<file path="src/rtl/spi_master_seq_pkg.sv">
// Shared definitions for the SPI master sequencer: frame layout, FSM encoding
// and the frame builder used when a request is accepted.
package spi_master_seq_pkg;

  localparam int FRAME_BITS = 16;
  localparam int ADDR_W     = 7;
  localparam int DATA_W     = 8;
  localparam int RW_BIT     = 8;

  typedef enum logic [2:0] {
    ST_IDLE  = 3'd0,
    ST_SETUP = 3'd1,
    ST_SHIFT = 3'd2,
    ST_HOLD  = 3'd3,
    ST_END   = 3'd4,
    ST_FLUSH = 3'd5
  } state_e;

  // Reads carry an all-zero data phase so the slave sees no stray write data.
  function automatic logic [FRAME_BITS-1:0] build_frame(
    input logic [ADDR_W-1:0] addr,
    input logic              rw,
    input logic [DATA_W-1:0] wdata
  );
    build_frame = {addr, rw, (rw ? {DATA_W{1'b0}} : wdata)};
  endfunction

endpackage

</file>
<file path="src/rtl/spi_master_seq_clk_div.sv">
// Half-period tick generator for sclk: counts CLK_DIV clk cycles while enabled
// and restarts from zero whenever the enable drops.
module spi_master_seq_clk_div #(
  parameter int CLK_DIV = 2
) (
  input  logic clk,
  input  logic rst_n,
  input  logic en_i,
  output logic tick_o
);

  localparam int DW = $clog2(CLK_DIV + 1);

  logic [DW-1:0] div_cnt_q, div_cnt_d;

  assign tick_o = en_i && (div_cnt_q == DW'(CLK_DIV - 1));

  always_comb begin
    div_cnt_d = div_cnt_q + 1'b1;
    if (!en_i || tick_o) div_cnt_d = '0;
  end

  always_ff @(posedge clk or negedge rst_n) begin
    if (!rst_n) div_cnt_q <= '0;
    else        div_cnt_q <= div_cnt_d;
  end

endmodule

</file>
<file path="src/rtl/spi_master_seq.sv">
// SPI mode-0 master that sequences one 16-bit {addr, rw, data} frame per request
// and issues a cs-high flush pulse after an abort. All outputs are registered.
module spi_master_seq
  import spi_master_seq_pkg::*;
#(
  parameter int CLK_DIV  = 2,
  parameter int CS_SETUP = 1,
  parameter int CS_HOLD  = 1
) (
  input  logic              clk,
  input  logic              rst_n,
  input  logic              req_i,
  input  logic              rw_i,
  input  logic [ADDR_W-1:0] addr_i,
  input  logic [DATA_W-1:0] wdata_i,
  input  logic              abort_i,
  input  logic              miso_i,
  output logic              ready_o,
  output logic              done_o,
  output logic [DATA_W-1:0] rdata_o,
  output logic              cs_o,
  output logic              sclk_o,
  output logic              mosi_o,
  output logic [2:0]        state_o
);

  localparam int PH_MAX = (CS_SETUP > CS_HOLD) ? ((CS_SETUP > 3) ? CS_SETUP : 3)
                                               : ((CS_HOLD > 3) ? CS_HOLD : 3);
  localparam int PH_W   = $clog2(PH_MAX + 1);

  // Handshake: a request transfers on any cycle where req_i && ready_o; ready_o
  // is high only in IDLE and END, and the request fields are latched that cycle.
  state_e                  state_q, state_d;
  logic [PH_W-1:0]         ph_q, ph_d;
  logic [3:0]              bit_q, bit_d;
  logic [FRAME_BITS-1:0]   tx_q, tx_d;
  logic [DATA_W-1:0]       rx_q, rx_d;
  logic [DATA_W-1:0]       rdata_q, rdata_d;
  logic                    rw_q, rw_d;
  logic                    cs_q, cs_d;
  logic                    sclk_q, sclk_d;
  logic                    done_q, done_d;
  logic                    ready_q, ready_d;
  logic                    tick;
  logic                    div_en;
  logic                    abort_hit;

  assign abort_hit = abort_i && (state_q == ST_SETUP || state_q == ST_SHIFT ||
                                 state_q == ST_HOLD);
  assign div_en    = (state_q == ST_SHIFT && !abort_i) || state_q == ST_FLUSH;

  spi_master_seq_clk_div #(.CLK_DIV(CLK_DIV)) u_clk_div (
    .clk    (clk),
    .rst_n  (rst_n),
    .en_i   (div_en),
    .tick_o (tick)
  );

  always_comb begin
    state_d = state_q;
    ph_d    = ph_q;
    bit_d   = bit_q;
    tx_d    = tx_q;
    rx_d    = rx_q;
    rdata_d = rdata_q;
    rw_d    = rw_q;
    cs_d    = cs_q;
    sclk_d  = sclk_q;
    done_d  = 1'b0;
    ready_d = ready_q;

    unique case (state_q)
      // END accepts like IDLE so a held req leaves cs high for only one cycle.
      ST_IDLE, ST_END: begin
        state_d = ST_IDLE;
        cs_d    = 1'b1;
        ready_d = 1'b1;
        if (req_i && ready_q) begin
          state_d = ST_SETUP;
          tx_d    = build_frame(addr_i, rw_i, wdata_i);
          rw_d    = rw_i;
          cs_d    = 1'b0;
          sclk_d  = 1'b0;
          ready_d = 1'b0;
          ph_d    = '0;
          bit_d   = '0;
        end
      end
      ST_SETUP: begin
        if (ph_q == PH_W'(CS_SETUP - 1)) begin
          state_d = ST_SHIFT;
          ph_d    = '0;
        end else begin
          ph_d = ph_q + 1'b1;
        end
      end
      ST_SHIFT: begin
        if (tick) begin
          if (!sclk_q) begin
            sclk_d = 1'b1;
            if (bit_q[3]) rx_d = {rx_q[DATA_W-2:0], miso_i};
          end else begin
            sclk_d = 1'b0;
            tx_d   = {tx_q[FRAME_BITS-2:0], 1'b0};
            if (bit_q == 4'd15) begin
              state_d = ST_HOLD;
              bit_d   = '0;
            end else begin
              bit_d = bit_q + 4'd1;
            end
          end
        end
      end
      ST_HOLD: begin
        if (ph_q == PH_W'(CS_HOLD - 1)) begin
          state_d = ST_END;
          ph_d    = '0;
          cs_d    = 1'b1;
          done_d  = 1'b1;
          ready_d = 1'b1;
          if (rw_q) rdata_d = rx_q;
        end else begin
          ph_d = ph_q + 1'b1;
        end
      end
      // Three CLK_DIV phases with cs high: idle low, sclk high, sclk low.
      ST_FLUSH: begin
        if (tick) begin
          if (ph_q == PH_W'(2)) begin
            state_d = ST_IDLE;
            ph_d    = '0;
            sclk_d  = 1'b0;
            ready_d = 1'b1;
          end else begin
            ph_d   = ph_q + 1'b1;
            sclk_d = (ph_q == '0);
          end
        end
      end
      default: state_d = ST_IDLE;
    endcase

    if (abort_hit) begin
      state_d = ST_FLUSH;
      cs_d    = 1'b1;
      sclk_d  = 1'b0;
      tx_d    = '0;
      ph_d    = '0;
      bit_d   = '0;
      done_d  = 1'b0;
      ready_d = 1'b0;
    end
  end

  always_ff @(posedge clk or negedge rst_n) begin
    if (!rst_n) begin
      state_q <= ST_IDLE;
      ph_q    <= '0;
      bit_q   <= '0;
      tx_q    <= '0;
      rx_q    <= '0;
      rdata_q <= '0;
      rw_q    <= 1'b0;
      cs_q    <= 1'b1;
      sclk_q  <= 1'b0;
      done_q  <= 1'b0;
      ready_q <= 1'b1;
    end else begin
      state_q <= state_d;
      ph_q    <= ph_d;
      bit_q   <= bit_d;
      tx_q    <= tx_d;
      rx_q    <= rx_d;
      rdata_q <= rdata_d;
      rw_q    <= rw_d;
      cs_q    <= cs_d;
      sclk_q  <= sclk_d;
      done_q  <= done_d;
      ready_q <= ready_d;
    end
  end

  assign ready_o = ready_q;
  assign done_o  = done_q;
  assign rdata_o = rdata_q;
  assign cs_o    = cs_q;
  assign sclk_o  = sclk_q;
  assign mosi_o  = tx_q[FRAME_BITS-1];
  assign state_o = state_q;

endmodule

</file>
<file path="config.mk">
export PLATFORM = sky130hd
export DESIGN_NAME = spi_master_seq
export DESIGN_NICKNAME = d
export VERILOG_FILES = /design/src/rtl/spi_master_seq_pkg.sv /design/src/rtl/spi_master_seq_clk_div.sv /design/src/rtl/spi_master_seq.sv
export SDC_FILE = /design/constraint.sdc
export NUM_CORES = 1
export LEC_CHECK = 0
export BUFFER_PORTS_ARGS = -buffer_cell sky130_fd_sc_hd__buf_4
export CAP_MARGIN = 20
export CELL_PAD_IN_SITES_DETAIL_PLACEMENT = 0
export CELL_PAD_IN_SITES_GLOBAL_PLACEMENT = 2
export CORE_MARGIN = 3
export CORE_UTILIZATION = 38
export DETAILED_ROUTE_END_ITERATION = 10
export PLACE_DENSITY_LB_ADDON = 0.1
export SETUP_SLACK_MARGIN = 0.5
export SKIP_CTS_REPAIR_TIMING = 1
export SLEW_MARGIN = 40
export SYNTH_ARGS = -nofsm -noshare
export SYNTH_HDL_FRONTEND = slang
export SYNTH_SLANG_ARGS = --single-unit
</file>
<file path="constraint.sdc">
create_clock -name clk -period 5.3 [get_ports clk]
set_input_delay 0.265 -clock clk [delete_from_list [all_inputs] [get_ports clk]]
set_output_delay 0.265 -clock clk [all_outputs]
set_load 0.03 [all_outputs]
</file>
==> results by stage, run 1 <==
Global routing:
- The total congestion overflow after global routing is 0.
- The initial antenna violation count came to 0.
- The number of global-route vias before repair was 1,755.
- Entering global routing, the biggest net connects 49 pins.
- The first global-routing pass estimated 8.54 mm of wire.
- Global routing consumed, over all layers together, 14.4% of the routing resources.

Floorplan:
- The area inside the core boundary is 5740 sq um.
- The die outline width is 84.4 microns.
- The die covers 7130 sq um.
- The floorplan die height is 84.4 microns.
- 37 I/O pins were placed.
- The initial cell density of the core is 40.7%.
- The number of rows in the core area is 27.

Timing:
- Final hold analysis gives a worst-case slack of -30.0 ps.
- Setup slack on the critical path of the routed design comes to 3120 ps.
- Timing would allow up to 458 MHz.
- Setup repair after global routing left no endpoint under its margin.
- The transition time at the pin with the least slew margin is 714 ps.
- Setup violations remaining at the end of the flow were counted as 0.
- The clock period could shrink to 2180 ps.
- The share of the clock period used by the worst path after layout is 41.2%.
- The clock arrives with 9.22 ps of skew.
- Adding up every negative setup slack in the final design gives 0 ps.
- The worst slew margin relative to its limit is 52.4%.
- The final number of max-transition violations is 0.
- The hold violation count in the final report is 42.

Critical path:
- The largest fanout on the critical path is 25.
- The largest stage delay on the critical path is 810 ps.
- The slowest stage of the critical path is the sky130_fd_sc_hd__dfrtp_1 cell.
- Counting both buffers and inverters, the worst setup path holds a total of 0.
- The signal on the critical path passes through nand3_1 > nor3b_2 > mux2_2.
- STA classifies the critical path endpoint as a flop.
- The startpoint identified for the worst register-to-register timing path is state_o[0]$_DFFE_PN0P_.
- Data on the critical path is required at its endpoint by 5480 ps.
- In this run the worst setup path begins at state_o[0]$_DFFE_PN0P_.
- The launching element type of the critical path is a flop.
- The signal arrival time at the worst endpoint is 2370 ps.
- Broken down by cell family, the worst path's largest delay share belongs to simple AND/OR/NAND/NOR gates.
- The critical path is of the reg2reg type.

Placed design:
- Detailed placement finished with a half-perimeter wire length of 3.30 mm.
- The congestion estimate from routability-driven global placement came to 0.742.
- OpenSTA, run right after detailed placement, puts the worst setup slack at 3130 ps.
- In this run, placement finished with an instance count of 320.
- The post-place instance area is 2660 sq um.
- During placement, the flow inserted port buffers numbering 36.

Drt:
- The violation count after the first detailed-route iteration is 157.
- The total length of routed met3 wires is 183 microns.
- The detailed-route vias per instance is 5.30.
- The routed length per placed instance is 14.7 microns.
- After detailed routing, no signal wire sits above met4.
- Summed over all layers, the routed wires come to 4.83 mm.
- After detailed routing, the met2 layer carries 2.20 mm of wire.
- The wire length on met1 is 2.44 mm.
- The pre-antenna-repair detailed-routing pass consisted of 5 iterations.
- The routed layout has 1,738 vias.
- The count of nets left with antenna violations once routing finished came out at 0.
- For this run, design rule violations remaining after detail routing come to 0.

Logic synthesis:
- Synthesis instantiated 39 different standard cells from the library.
- The sequential-to-total area share from yosys stat is 51.5%.
- The cell area that synthesis handed to floorplanning was 2340 sq um.
- In this run, synthesis produced a sequential element count of 48.
- The per-instance average area after synthesis is 10.5 sq um.
- The post-synth net total is 250.
- The cell count after synthesis is 222.
- The yosys synthesis warning count is 0.

Power and ir drop:
- The combinational share of power is 34.8%.
- The analysis attributes to cell leakage a power of 1.31 nW.
- The analysis attributes to net switching a power of 505 uW.
- In this run switching power makes up 37.9% of total power.
- For this design the ratio of total power to cell area is 476 nW/um^2.
- The clock network fraction of design power is 23.7%.
- The highest ir drop seen on vdd is 210 uV.
- Cell internal power was estimated by the tool at 828 uW.
- Per report_power, the sequential group accounts for 41.5% of the total.
- Overall power consumption after layout is estimated at 1.33 mW.

Cells and area:
- Compared with the post-synthesis result, the final layout area differs by 19.8%.
- The filler-free cell count of the finished design is 328.
- The repair_antennas step left the layout with diodes totalling 0.
- The final cell utilization of the core is 48.7%.
- At the end of the flow, the number of nets in the layout was 283.
- After filler insertion, the fill cell instance count of the layout stands at 553.
- After routing the design area is 2800 sq um.
- The ratio of cells with drive above 1 in the final layout is 27.7%.

Run status:
- The final reports fail on hold timing.
- The run finished, with violations left.

Clocking:
- The clock latency on the worst-skew pair is 290 ps.
- The CTS tree is built.
- The H-tree depth is 2.
- The clock net in this run drives a total of 48 sinks.
- The root buffer cell chosen for the clock tree is sky130_fd_sc_hd__clkbuf_8.
- No sink is reached through more buffers than the 2 on the longest clock path.
- The clock transition at the register clock pins on the worst setup and hold paths after CTS is 90 ps.
- TritonCTS created 5 clock buffers.

Job:
- Across the run, the number of max-cap violations was 0.

Hold path:
- The path class of the tightest hold or removal check is in2async.
## cell families (layout without fill, tap and decap cells)
kind of cell	count (synthesis)	after routing	synth area share (%)
fa+ha+maj	7	7	3.75
simple gates	61	61	13.4
flops	48	48	51.5
buf+inv	17	51	3.37
compound gates	71	71	19.3
mux	18	18	8.67
## final timing paths
check | to | slack (ps) | depth (start not counted)
max | rdata_o[6]$_DFFE_PN0P_ | 3120 | 3
min | state_o[1]$_DFFE_PN0P_ | -30 | 1
max reg2reg | rdata_o[6]$_DFFE_PN0P_ | 3120 | 3
min reg2reg | u_clk_div.div_cnt_q[0]$_DFF_PN0_ | 440 | 1
max in group asynchronous | ph_q[0]$_DFFE_PN0P_ | 4910 | 1
min in group clk | rx_q[0]$_DFFE_PN0P_ | 200 | 2
## state kept, by name, indices dropped and copies added, names as in the netlist, 2 cells and up
| register | cells |
|---|---|
| rx_q | 8 |
| tx_q | 16 |
| rdata_o | 8 |
| u_clk_div.div_cnt_q | 2 |
| ph_q | 2 |
| state_o | 3 |
| bit_q | 4 |
## cells in the mapped netlist
library cell	instances	share of area [%]
sky130_fd_sc_hd__nor2b_1	2	0.54
sky130_fd_sc_hd__a2bb2oi_1	1	0.37
sky130_fd_sc_hd__buf_4	3	0.96
sky130_fd_sc_hd__inv_1	5	0.80
sky130_fd_sc_hd__nand3b_1	2	0.64
sky130_fd_sc_hd__mux2_2	18	8.7
sky130_fd_sc_hd__nor3_1	2	0.43
sky130_fd_sc_hd__a22oi_1	16	5.1
sky130_fd_sc_hd__or3_4	1	0.48
sky130_fd_sc_hd__a21oi_1	9	1.9
sky130_fd_sc_hd__a21o_1	5	1.6
sky130_fd_sc_hd__o21bai_1	1	0.32
sky130_fd_sc_hd__a31oi_1	1	0.27
sky130_fd_sc_hd__o221ai_1	1	0.37
sky130_fd_sc_hd__nor4b_1	2	0.75
sky130_fd_sc_hd__buf_2	3	0.64
sky130_fd_sc_hd__nor3b_1	3	0.96
sky130_fd_sc_hd__nand4b_1	1	0.37
sky130_fd_sc_hd__nor3b_2	1	0.54
sky130_fd_sc_hd__nand4_1	1	0.27
sky130_fd_sc_hd__nand2_1	30	4.8
sky130_fd_sc_hd__nand3_1	3	0.64
sky130_fd_sc_hd__dfstp_2	2	2.2
sky130_fd_sc_hd__clkbuf_1	6	0.96
sky130_fd_sc_hd__nor2_1	10	1.6
sky130_fd_sc_hd__a21boi_0	1	0.32
sky130_fd_sc_hd__a2111o_1	1	0.48
sky130_fd_sc_hd__o2bb2ai_1	1	0.37
sky130_fd_sc_hd__o21ai_0	27	5.8
sky130_fd_sc_hd__a22o_1	2	0.75
sky130_fd_sc_hd__o41ai_1	1	0.37
sky130_fd_sc_hd__o22ai_1	2	0.54
sky130_fd_sc_hd__a221oi_1	1	0.37
sky130_fd_sc_hd__dfrtp_1	46	49
sky130_fd_sc_hd__nand2b_1	1	0.27
sky130_fd_sc_hd__and3b_1	1	0.37
sky130_fd_sc_hd__o31ai_1	1	0.32
sky130_fd_sc_hd__nor3_4	1	0.70
sky130_fd_sc_hd__ha_1	7	3.7
## placed cells by master, fill, tap and decap left out, types with 2 or more instances in the layout
master                      instances
sky130_fd_sc_hd__a21o_1             5
sky130_fd_sc_hd__a21oi_1            9
sky130_fd_sc_hd__a22o_1             2
sky130_fd_sc_hd__a22oi_1           16
sky130_fd_sc_hd__buf_4             38
sky130_fd_sc_hd__bufinv_16          2
sky130_fd_sc_hd__clkbuf_8           5
sky130_fd_sc_hd__dfrtp_1           46
sky130_fd_sc_hd__dfstp_2            2
sky130_fd_sc_hd__ha_1               7
sky130_fd_sc_hd__inv_1              5
sky130_fd_sc_hd__mux2_2            18
sky130_fd_sc_hd__nand2_1           30
sky130_fd_sc_hd__nand3_1            3
sky130_fd_sc_hd__nand3b_1           2
sky130_fd_sc_hd__nor2_1             9
sky130_fd_sc_hd__nor2b_1            2
sky130_fd_sc_hd__nor3_1             2
sky130_fd_sc_hd__nor3b_1            3
sky130_fd_sc_hd__o21ai_0           27
sky130_fd_sc_hd__o22ai_1            2
## cell type report
cell class                 count  area [sq um]  area share [%]
clock buffer                   5          68.8            2.46
clock inverter                 3          68.8            2.46
inverter                       5          18.8           0.671
multi-input combinational    157          1060            38.0
sequential                    48          1200            43.0
tap                           72          90.1            3.22
timing repair buffer          38           285            10.2
## worst reg2reg max path: cells and delay by family (launching register included)
kind	cells	cell delay, ps
AND/OR/NAND/NOR	2	860
multiplexers	1	410
flip-flops	1	810
## metal layers
metal / vias to the layer above / track usage, %
met3: 2 / 3.63
met4: 0 / 1.73
met1: 837 / 20.9
met5: - / 0
li1: 867 / -
met2: 32 / 22.5
## power by group through the flow
| stage | Combinational, mW | Sequential, mW | Clock (mW) |
|---|---|---|---|
| detailed placement | 0.470 | 0.560 | 0 |
| finish | 0.464 | 0.553 | 0.316 |
| floorplan | 0.331 | 0.555 | 0 |
| CTS | 0.471 | 0.553 | 0.326 |
| global placement | 0.473 | 0.559 | 0 |
| global route | 0.526 | 0.570 | 0.345 |
Note: power is estimated with default switching activity, not from simulation.
==> run 2: changes to the inputs <==
Settings changed: CORE_UTILIZATION 38 to 36.
Clock period 5.3 ns to 2.1 ns, I/O delays scaled along.
==> results by stage, run 2 (synthesis results as in run 1) <==
Cells and area:
- The register with the most flip-flops in the final layout is tx_q.
- The number of nets in the layout is 305.
- Registers take 1210 sq um.
- Leaving out fill and tap cells, the most frequent cell in the layout is sky130_fd_sc_hd__buf_4.
- The antenna diode count is 0.
- The multi-input combinational cells in the finished layout cover a total of 1160 sq um.
- Cells with a size suffix above 1 make up 39.2% of the layout.
- The area growth from synthesis to final layout is 33.8%.
- The library cells used most frequently in the layout, excluding fill and tap cells, are sky130_fd_sc_hd__buf_4 (54), sky130_fd_sc_hd__dfrtp_1 (43), sky130_fd_sc_hd__nand2_1 (29).
- The number of filler instances in the final layout is 590.
- The flip-flop count of the largest register after layout is 16.

Timing:
- The final number of max-transition violations was 0.
- Derived from the worst setup path, the maximum achievable clock frequency is 569 MHz.
- The worst slew margin relative to its limit is 58.7%.
- Hold is met by 38.2 ps.
- Setup repair after global routing could not meet its margin everywhere.
- The total setup violations reported at the end of the flow is 0.
- In the final timing run, aggregate negative setup slack is 0 ps.
- The final worst clock skew is 8.79 ps.
- After layout, the worst path uses 83.7% of the clock period.
- For the pin with the worst max-slew slack, the measured transition is 619 ps.
- For the finished layout, the period the worst path requires is 1760 ps.
- The hold violation count in the final report is 0.

Drt:
- The final route contains 1,849 vias.
- Once detail routing completed, the nets flagged for antenna violations numbered 0.
- Summed over all layers, the routed wires come to 5.35 mm.
- After detailed routing, the number of vias per cell comes to 5.24.
- The routed length per placed instance is 15.2 microns.
- In the routed design, unresolved DRC markers number 0.
- The number of detailed-route iterations in the first pass is 5.
- The detailed router finished its first iteration with 105 violations.

Power and ir drop:
- The internal power of the cells totals 2.41 mW.
- VDD sags by at most 623 uV.
- Of the total power, registers draw 34.6%.
- The net switching power of the design is 1.48 mW.
- For this design the static power due to leakage is 1.45 nW.
- The clock network fraction of design power is 20.8%.
- In this run the power density over the cells is 1240 nW/um^2.
- The total power consumption of the routed design is 3.89 mW.
- Combinational cells account for 44.6% of the total power.
- The switching portion of total power is 38.0%.

Placed design:
- The final weighted congestion in routability-driven placement is 0.768.
- The wire-length estimate of the detail-placed layout is 3.51 mm.
- The quantity of I/O buffers inserted on ports is 36.

Critical path:
- The dominant delay contributor by cell family on the critical path is simple AND/OR/NAND/NOR gates.
- The slowest cell on the critical path is sky130_fd_sc_hd__dfrtp_2.
- In this design, the stage delay of the slowest critical-path cell is 450 ps.
- Data on the critical path arrives at its endpoint at 1950 ps.
- The launching element type of the critical path is a flop.
- At the worst endpoint, the required time is 2290 ps.
- The largest fanout on the critical path is 6.
- The endpoint type of the worst setup path is a flop.
- The setup check on the worst reg-to-reg path leaves a slack of 340 ps.
- The critical path is of the reg2reg type.
- The number of buffers and inverters on the critical path is 1.
- Traced cell by cell, the critical path runs through nand2b_4 > or3_4 > nor3_4 > buf_4 > mux2_2.

Job:
- The number of violations of the max-capacitance limit is 0.

Clocking:
- The maximum buffer depth of the clock tree is 2.
- The later pin in the worst-skew pair is clocked with a latency of 300 ps.
- The tree built by TritonCTS fans out to 48 sinks.
- The clock transition at the register clock pins on the worst setup and hold paths after CTS is 100 ps.
- The H-tree depth is 2.
- The CTS tree is built.
- The cell at the root of the clock tree is sky130_fd_sc_hd__clkbuf_8.
- The total clock buffers created by CTS is 5.

Floorplan:
- The initial utilization of the core area, before any placement, comes to 38.3%.
- The floorplan die height is 86.6 microns.
- Row generation in the floorplan step produced 28 rows.
- For this design the top-level I/O count stands at 37.
- The core region is 6100 sq um.
- The overall die area is 7500 sq um.
- The die outline width is 86.6 microns.

Run status:
- The run finished with clean final reports.

Hold path:
- The worst hold path belongs to the class in2reg.

Global routing:
- The global-route usage over all layers is 14.9%.
- Entering global routing, the biggest net connects 49 pins.
- The first global-routing pass estimated 8.84 mm of wire.
- The initial antenna violation count came to 0.
- The number of global-route vias before repair is 1,747.
- The total overflow left after global routing is 0.
## run 2: changes by cell type in the layout (fill, tap and decap cells not counted), moves of 3 or more
cell                      before  now
sky130_fd_sc_hd__buf_4        38   54
sky130_fd_sc_hd__o21ai_0      27   14
sky130_fd_sc_hd__o21ai_1       0   12
sky130_fd_sc_hd__dfrtp_1      46   43
## run 2: layer usage
layer / vias to the layer above / global-route usage, % / part of all wire, %
met5: - / 0 / 0
met4: 0 / 3.82 / 0.90
met3: 4 / 3.90 / 4.9
met2: 45 / 20.7 / 42
met1: 886 / 22.8 / 52
li1: 914 / - / -
## run 2: final timing paths
| check | depth (start not counted) | start | endpoint |
|---|---|---|---|
| hold reg to reg | 1 | u_clk_div.div_cnt_q[0]$_DFF_PN0_ | u_clk_div.div_cnt_q[0]$_DFF_PN0_ |
| hold / removal | 3 | wdata_i[0] | tx_q[0]$_DFFE_PN0P_ |
| setup / recovery | 5 | state_o[2]$_DFFE_PN0P_ | rx_q[0]$_DFFE_PN0P_ |
| min in group asynchronous | 2 | rst_n | rdata_o[7]$_DFFE_PN0P_ |
| max in group asynchronous | 2 | rst_n | state_o[1]$_DFFE_PN0P_ |
| setup reg to reg | 5 | state_o[2]$_DFFE_PN0P_ | rx_q[0]$_DFFE_PN0P_ |
## run 2: layout make-up
cell class                      count  share of cell area, %
Sequential cell                    48                   38.7
Multi-Input combinational cell    157                   37.2
Timing Repair Buffer               60                   16.1
Tap cell                           75                   3.00
Clock buffer                        5                   2.20
Clock inverter                      3                   2.20
Inverter                            5                  0.600
## run 2: power by group through the flow
stage | sequential, mW | combinational (mW) | clock (mW)
floorplan | 1.41 | 0.874 | 0
global placement | 1.38 | 1.39 | 0
detailed placement | 1.37 | 1.39 | 0
CTS | 1.35 | 1.40 | 0.841
global route | 1.39 | 1.93 | 0.877
finish | 1.35 | 1.74 | 0.808
## run 2: worst register-to-register path: stages (launching register included)
cell and delay, ps:
sky130_fd_sc_hd__dfrtp_2 450, sky130_fd_sc_hd__nand2b_4 150, sky130_fd_sc_hd__or3_4 380, sky130_fd_sc_hd__nor3_4 180, sky130_fd_sc_hd__buf_4 160, sky130_fd_sc_hd__mux2_2 330
## run 2: metrics by stage
step	cell area [sq um]	setup slack [ps]	util, %	std cells
after global routing	3130	297	51.3	353
after detailed placement	2750	201	45.1	329
after global placement	2750	205	45.1	329
after floorplan	2370	335	-	222
after CTS	2890	187	47.4	337
final	3130	342	51.3	353
